===== src/rtl/ct_ifu_predecd_array_ctrl.sv =====
// Request/response front end for the icache predecode array.
// Requests are queued in order. The single-port array pins are driven from
// registers. Read data returns through a small response FIFO. A credit check
// at issue time keeps that FIFO from ever overflowing.
//
// Handshake: a transfer happens on a rising clock edge where valid and ready
// are both 1. Ready never depends on valid. Once valid is raised, the
// payload stays stable until the transfer. req_vld/req_rdy carry requests in;
// rsp_vld/rsp_rdy carry read responses out.
module ct_ifu_predecd_array_ctrl #(
  parameter int ADDR_WIDTH = 16,
  parameter int DATA_WIDTH = 32,
  parameter int REQ_DEPTH  = 2,
  parameter int RSP_DEPTH  = 2
) (
  input  logic                  forever_cpuclk,
  input  logic                  cpurst_b,
  input  logic                  req_vld,
  output logic                  req_rdy,
  input  logic                  req_wr,
  input  logic [ADDR_WIDTH-1:0] req_index,
  input  logic [DATA_WIDTH-1:0] req_wdata,
  output logic                  rsp_vld,
  input  logic                  rsp_rdy,
  output logic [DATA_WIDTH-1:0] rsp_rdata,
  output logic [ADDR_WIDTH-1:0] rsp_index,
  output logic [ADDR_WIDTH-1:0] arr_index,
  output logic                  arr_cen_b,
  output logic                  arr_wen_b,
  output logic [DATA_WIDTH-1:0] arr_din,
  input  logic [DATA_WIDTH-1:0] arr_dout,
  output logic                  arr_clk_en,
  output logic                  ctrl_idle
);

  localparam int QPW = $clog2(REQ_DEPTH);
  localparam int QCW = $clog2(REQ_DEPTH + 1);
  localparam int RPW = (RSP_DEPTH > 1) ? $clog2(RSP_DEPTH) : 1;
  localparam int RCW = $clog2(RSP_DEPTH + 1) + 1;

  // request queue
  logic [REQ_DEPTH-1:0]  q_wr_q, q_wr_d;
  logic [ADDR_WIDTH-1:0] q_index_q [REQ_DEPTH];
  logic [ADDR_WIDTH-1:0] q_index_d [REQ_DEPTH];
  logic [DATA_WIDTH-1:0] q_wdata_q [REQ_DEPTH];
  logic [DATA_WIDTH-1:0] q_wdata_d [REQ_DEPTH];
  logic [QPW-1:0]        q_wptr_q, q_wptr_d, q_rptr_q, q_rptr_d;
  logic [QCW-1:0]        q_cnt_q, q_cnt_d;

  // array pins
  logic                  arr_cen_b_q, arr_cen_b_d;
  logic                  arr_wen_b_q, arr_wen_b_d;
  logic [ADDR_WIDTH-1:0] arr_index_q, arr_index_d;
  logic [DATA_WIDTH-1:0] arr_din_q, arr_din_d;
  logic                  clk_en_q, clk_en_d;

  // read pipeline: s1 = array samples next edge, s2 = dout valid, capture next edge
  logic                  rd_s1_q, rd_s1_d, rd_s2_q, rd_s2_d;
  logic [ADDR_WIDTH-1:0] rd_idx_s2_q, rd_idx_s2_d;

  // response FIFO
  logic [DATA_WIDTH-1:0] r_data_q [RSP_DEPTH];
  logic [DATA_WIDTH-1:0] r_data_d [RSP_DEPTH];
  logic [ADDR_WIDTH-1:0] r_index_q [RSP_DEPTH];
  logic [ADDR_WIDTH-1:0] r_index_d [RSP_DEPTH];
  logic [RPW-1:0]        r_wptr_q, r_wptr_d, r_rptr_q, r_rptr_d;
  logic [RCW-1:0]        r_cnt_q, r_cnt_d;

  logic                  push, issue, head_wr, can_read, capture, rsp_pop;
  logic [RCW-1:0]        credit_used;

  assign req_rdy    = cpurst_b & (q_cnt_q < QCW'(REQ_DEPTH));
  assign rsp_vld    = (r_cnt_q != '0);
  assign rsp_rdata  = r_data_q[r_rptr_q];
  assign rsp_index  = r_index_q[r_rptr_q];
  assign arr_index  = arr_index_q;
  assign arr_cen_b  = arr_cen_b_q;
  assign arr_wen_b  = arr_wen_b_q;
  assign arr_din    = arr_din_q;
  assign arr_clk_en = clk_en_q;
  assign ctrl_idle  = (q_cnt_q == '0) & ~rd_s1_q & ~rd_s2_q & (r_cnt_q == '0);

  // Next-state logic: accept, in-order issue with read credit, capture, response pop
  always_comb begin
    push        = req_vld & req_rdy;
    head_wr     = q_wr_q[q_rptr_q];
    // reads already in the pipe plus buffered responses must leave a free slot
    credit_used = r_cnt_q + RCW'(rd_s1_q) + RCW'(rd_s2_q);
    can_read    = credit_used < RCW'(RSP_DEPTH);
    issue       = (q_cnt_q != '0) & (head_wr | can_read);
    capture     = rd_s2_q;
    rsp_pop     = rsp_vld & rsp_rdy;

    q_wr_d    = q_wr_q;
    q_index_d = q_index_q;
    q_wdata_d = q_wdata_q;
    q_wptr_d  = q_wptr_q;
    q_rptr_d  = q_rptr_q;
    if (push) begin
      q_wr_d[q_wptr_q]    = req_wr;
      q_index_d[q_wptr_q] = req_index;
      q_wdata_d[q_wptr_q] = req_wdata;
      q_wptr_d            = q_wptr_q + 1'b1;
    end
    if (issue) q_rptr_d = q_rptr_q + 1'b1;
    q_cnt_d = q_cnt_q + QCW'(push) - QCW'(issue);

    arr_cen_b_d = ~issue;
    arr_wen_b_d = ~(issue & head_wr);
    arr_index_d = issue ? q_index_q[q_rptr_q] : arr_index_q;
    arr_din_d   = (issue & head_wr) ? q_wdata_q[q_rptr_q] : arr_din_q;

    rd_s1_d     = issue & ~head_wr;
    rd_s2_d     = rd_s1_q;
    rd_idx_s2_d = rd_s1_q ? arr_index_q : rd_idx_s2_q;

    r_data_d  = r_data_q;
    r_index_d = r_index_q;
    r_wptr_d  = r_wptr_q;
    r_rptr_d  = r_rptr_q;
    if (capture) begin
      r_data_d[r_wptr_q]  = arr_dout;
      r_index_d[r_wptr_q] = rd_idx_s2_q;
      r_wptr_d = (r_wptr_q == RPW'(RSP_DEPTH - 1)) ? '0 : r_wptr_q + 1'b1;
    end
    if (rsp_pop) r_rptr_d = (r_rptr_q == RPW'(RSP_DEPTH - 1)) ? '0 : r_rptr_q + 1'b1;
    r_cnt_d = r_cnt_q + RCW'(capture) - RCW'(rsp_pop);

    // the array clock stays on while work is queued, a read is in the pipe or an access is launched
    clk_en_d = (q_cnt_d != '0) | rd_s1_d | rd_s2_d | issue;
  end

  // State registers; reset drops queued and in-flight work
  always_ff @(posedge forever_cpuclk or negedge cpurst_b) begin
    if (!cpurst_b) begin
      q_wr_q      <= '0;
      q_wptr_q    <= '0;
      q_rptr_q    <= '0;
      q_cnt_q     <= '0;
      for (int i = 0; i < REQ_DEPTH; i++) begin
        q_index_q[i] <= '0;
        q_wdata_q[i] <= '0;
      end
      arr_cen_b_q <= 1'b1;
      arr_wen_b_q <= 1'b1;
      arr_index_q <= '0;
      arr_din_q   <= '0;
      clk_en_q    <= 1'b0;
      rd_s1_q     <= 1'b0;
      rd_s2_q     <= 1'b0;
      rd_idx_s2_q <= '0;
      for (int i = 0; i < RSP_DEPTH; i++) begin
        r_data_q[i]  <= '0;
        r_index_q[i] <= '0;
      end
      r_wptr_q    <= '0;
      r_rptr_q    <= '0;
      r_cnt_q     <= '0;
    end else begin
      q_wr_q      <= q_wr_d;
      q_index_q   <= q_index_d;
      q_wdata_q   <= q_wdata_d;
      q_wptr_q    <= q_wptr_d;
      q_rptr_q    <= q_rptr_d;
      q_cnt_q     <= q_cnt_d;
      arr_cen_b_q <= arr_cen_b_d;
      arr_wen_b_q <= arr_wen_b_d;
      arr_index_q <= arr_index_d;
      arr_din_q   <= arr_din_d;
      clk_en_q    <= clk_en_d;
      rd_s1_q     <= rd_s1_d;
      rd_s2_q     <= rd_s2_d;
      rd_idx_s2_q <= rd_idx_s2_d;
      r_data_q    <= r_data_d;
      r_index_q   <= r_index_d;
      r_wptr_q    <= r_wptr_d;
      r_rptr_q    <= r_rptr_d;
      r_cnt_q     <= r_cnt_d;
    end
  end

endmodule


===== config.mk =====
export PLATFORM = sky130hd
export DESIGN_NAME = ct_ifu_predecd_array_ctrl
export DESIGN_NICKNAME = d
export VERILOG_FILES = /design/src/rtl/ct_ifu_predecd_array_ctrl.sv
export SDC_FILE = /design/constraint.sdc
export NUM_CORES = 1
export LEC_CHECK = 0
export CORE_ASPECT_RATIO = 0.8
export CORE_MARGIN = 5
export CORE_UTILIZATION = 47
export CTS_BUF_LIST = sky130_fd_sc_hd__clkbuf_2
export DETAILED_ROUTE_END_ITERATION = 6
export DONT_BUFFER_PORTS = 1
export PLACE_DENSITY_LB_ADDON = 0.25
export SKIP_CTS_REPAIR_TIMING = 1
export SKIP_LAST_GASP = 1
export SLEW_MARGIN = 40
export SYNTH_ARGS = -nofsm -noshare
export SYNTH_HDL_FRONTEND = slang
export SYNTH_SLANG_ARGS = --single-unit

===== constraint.sdc =====
create_clock -name forever_cpuclk -period 3.84 [get_ports forever_cpuclk]
set_input_delay 0.384 -clock forever_cpuclk [delete_from_list [all_inputs] [get_ports forever_cpuclk]]
set_output_delay 0.384 -clock forever_cpuclk [all_outputs]
set_load 0.05 [all_outputs]

==> impl_metrics.env <==
export IMPL_ys_flop_type="dfrtp_1"
export IMPL_vias_per_cell=5.21
export IMPL_cts_root_to_sink_buffers=3
export IMPL_yosysSeqAreaShare_pct=59.5
export IMPL_final_instance_count_excl_fill=1234
export IMPL_run_status="finished, violations left"
export IMPL_synth_edff_count=0
export IMPL_gp_routability_congestion=0.772
export IMPL_clock_latency_ns=0.78
export IMPL_cts_inserted_buffers=70
export IMPL_number_of_sinks_driven_by_the_clock_tree=272
export IMPL_critical_path_endpoint_type="primary output"
export IMPL_netlist_top_cell_by_area="dfrtp_1"
export IMPL_register_area_um2=6810
export IMPL_post_synthesis_cell_area_um2=11400
export IMPL_clock_tree_from_tritoncts="built"
export IMPL_die_width_um=184
export IMPL_top_level_i_o_count=187
export IMPL_maximum_number_of_pins_on_one_net_before_global_route_repair=275
export IMPL_port_buffers=0
export IMPL_dp_cells=1029
export IMPL_hold_path_class="input port to asynchronous set/reset pin"
export IMPL_num_rows=51
export IMPL_grt_pass1_vias=6998
export IMPL_timing_setup_tns_ns=0
export IMPL_nFillCells=1976
export IMPL_hold_viol_final=272
export IMPL_postSynthNetCount=834
export IMPL_fp_dieH_um=150
export IMPL_synth_warnings=0
export IMPL_grt_setup_unrepaired="no"
export IMPL_clock_skew_final_ns=0.0636
export IMPL_finalSetupViolations=0
export IMPL_drt_iter0_drc=217
export IMPL_grt_pass1_wl_mm=37.4
export IMPL_timing_max_cap_violations=0
export IMPL_synth_avg_cell_area_um2=15.4
export IMPL_gr_usage_all_layers_pct=17.0
export IMPL_core_area_um2=24200
export IMPL_grt_ovfl_total=0
export IMPL_clock_pin_transition_on_the_worst_setup_and_hold_timing_paths_ns=0.12
export IMPL_fp_dieArea_um2=27600
export IMPL_crit_arrival_ns=2.43
export IMPL_drive_gt1_share_pct=46.8
export IMPL_number_of_antenna_violations_at_the_first_check_in_global_routing=2
export IMPL_initial_utilization_pct=47.3
export IMPL_drc=0
export IMPL_drtPass1Iterations=4
export IMPL_postSynthCellCount=743
export IMPL_area_growth_synth_to_final_pct=14.9
export IMPL_cts_htree_levels=3
export IMPL_period_needed_ns=2.81
export IMPL_multi_input_comb_area_um2=4350
export IMPL_postSynthRegisterBits=272
export IMPL_final_net_count=959
export IMPL_path_max_fanout=4
export IMPL_routedWlPerCell_um=19.1
export IMPL_slew_headroom_pct=45.7
export IMPL_holdWs_ns=-0.702
export IMPL_vias=6424
export IMPL_synth_most_common_cell="dfrtp_1"
export IMPL_detailedPlacementHpwl_mm=15.0
export IMPL_worstPathRequired_ns=3.46
export IMPL_achievable_frequency_mhz=356
export IMPL_cts_root_buf="clkbuf_2"
export IMPL_synth_largest_type_area_fraction_pct=59.1
export IMPL_ys_top_cells_by_count="dfrtp_1, mux2_2, mux2_4"
export IMPL_failed_checks="negative hold slack"
export IMPL_critical_path_class="flop to primary output"
export IMPL_timing_worst_slew_pin_value_ns=0.812
export IMPL_start_kind="flop"
export IMPL_finalCritPeriodShare_pct=73.2
export IMPL_synthTopCellsByArea="dfrtp_1, mux2_2, mux2_4, mux2i_1, a21oi_1"
export IMPL_routed_wirelength_mm=23.6
export IMPL_postSynth_asyncResetShare_pct=100
export IMPL_report_final_slew_viol_count=0
export IMPL_ant_nets=0
export IMPL_synth_distinct_cells=33
[critical path, stage by stage, from the launching register on]
cell,delay [ns]
dfrtp_1,0.45
or3_1,0.64
nor4b_2,0.34
buf_4,0.25
[logic make-up (layout without fill, tap and decap cells)]
kind of cell,after synthesis,count (layout),synth area share [%]
xor gates and xnor gates,10,10,0.766
buffers and inverters,48,219,2.63
adders and majority gates,6,6,0.722
muxes,324,324,32.7
AOI/OAI and AO/OA,35,35,1.58
DFF,272,272,59.5
and+or+nand+nor,48,48,2.02
other,0,2,0
[routing by layer]
| metal | GRT usage [%] | share of wire (%) |
|---|---|---|
| met5 | 0 | 0 |
| met4 | 6.28 | 2.4 |
| met3 | 7.22 | 6.2 |
| met2 | 27.3 | 49 |
| met1 | 20.6 | 42 |
[cell usage in the layout (no fill, tap or decap), types with 2 or more instances in the layout]
cell	instances
inv_2	4
dfrtp_1	268
mux2i_1	33
diode_2	2
xnor2_1	5
buf_4	9
mux2_4	36
nor2_4	4
clkbuf_2	106
mux2_2	254
ha_1	5
xor2_1	5
nand2_2	2
dfstp_2	2
a21oi_1	32
nor2_1	33
inv_1	6
and2_1	2
clkinv_2	2
clkinv_1	5
dlygate4sd3_1	85
[through the flow]
stage | cell area (um^2) | utilization (%) | hold WS [ns] | setup slack, ns
finish | 13100 | 54.3 | -0.702 | 1.03
global route | 13100 | 54.3 | -0.842 | 0.835
CTS | 12300 | 50.8 | -0.818 | 0.898
detailed placement | 11700 | 48.3 | 0.0940 | 1.15
global placement | 11700 | 48.3 | 0.0949 | 1.21
floorplan | 11400 | - | 0.0884 | 0.744
[cell type report]
cell class	instances	share of cell area, %
Sequential cell	272	51.9
Multi-Input combinational cell	423	33.1
Timing Repair Buffer	95	7.14
Clock buffer	106	4.04
Tap cell	318	3.03
Clock inverter	12	0.562
Inverter	6	0.171
Antenna cell	2	0.0381
[final timing paths]
kind	startpoint	end	slack, ns	cells past startpoint
max	r_cnt_q[1]	ctrl_idle	1.03	3
min	cpurst_b	q_wdata_q[21]	-0.70	0
max reg2reg	r_cnt_q[1]	r_cnt_q[2]	1.13	9
min reg2reg	rd_idx_s2_q[7]	r_index_q[23]	0.49	1
max in group asynchronous	cpurst_b	r_index_q[25]	4.15	0
min in group forever_cpuclk	req_vld	q_index_q[10]	0.20	2
[sequential cells by signal (all words and copies together), names as in the netlist]
signal,cells
r_wptr_q,1
rd_s1_q,1
arr_index,16
q_index_q,32
q_wr_q,2
q_rptr_q,1
q_cnt_q,2
rd_idx_s2_q,16
capture,1
r_data_q,64
arr_wen_b,1
q_wptr_q,1
r_index_q,32
arr_clk_en,1
arr_cen_b,1
r_cnt_q,3
q_wdata_q,64
r_rptr_q,1
arr_din,32
Power is not shown: default switching activity piles up to over one toggle a cycle in this logic, so the estimate is an artifact.
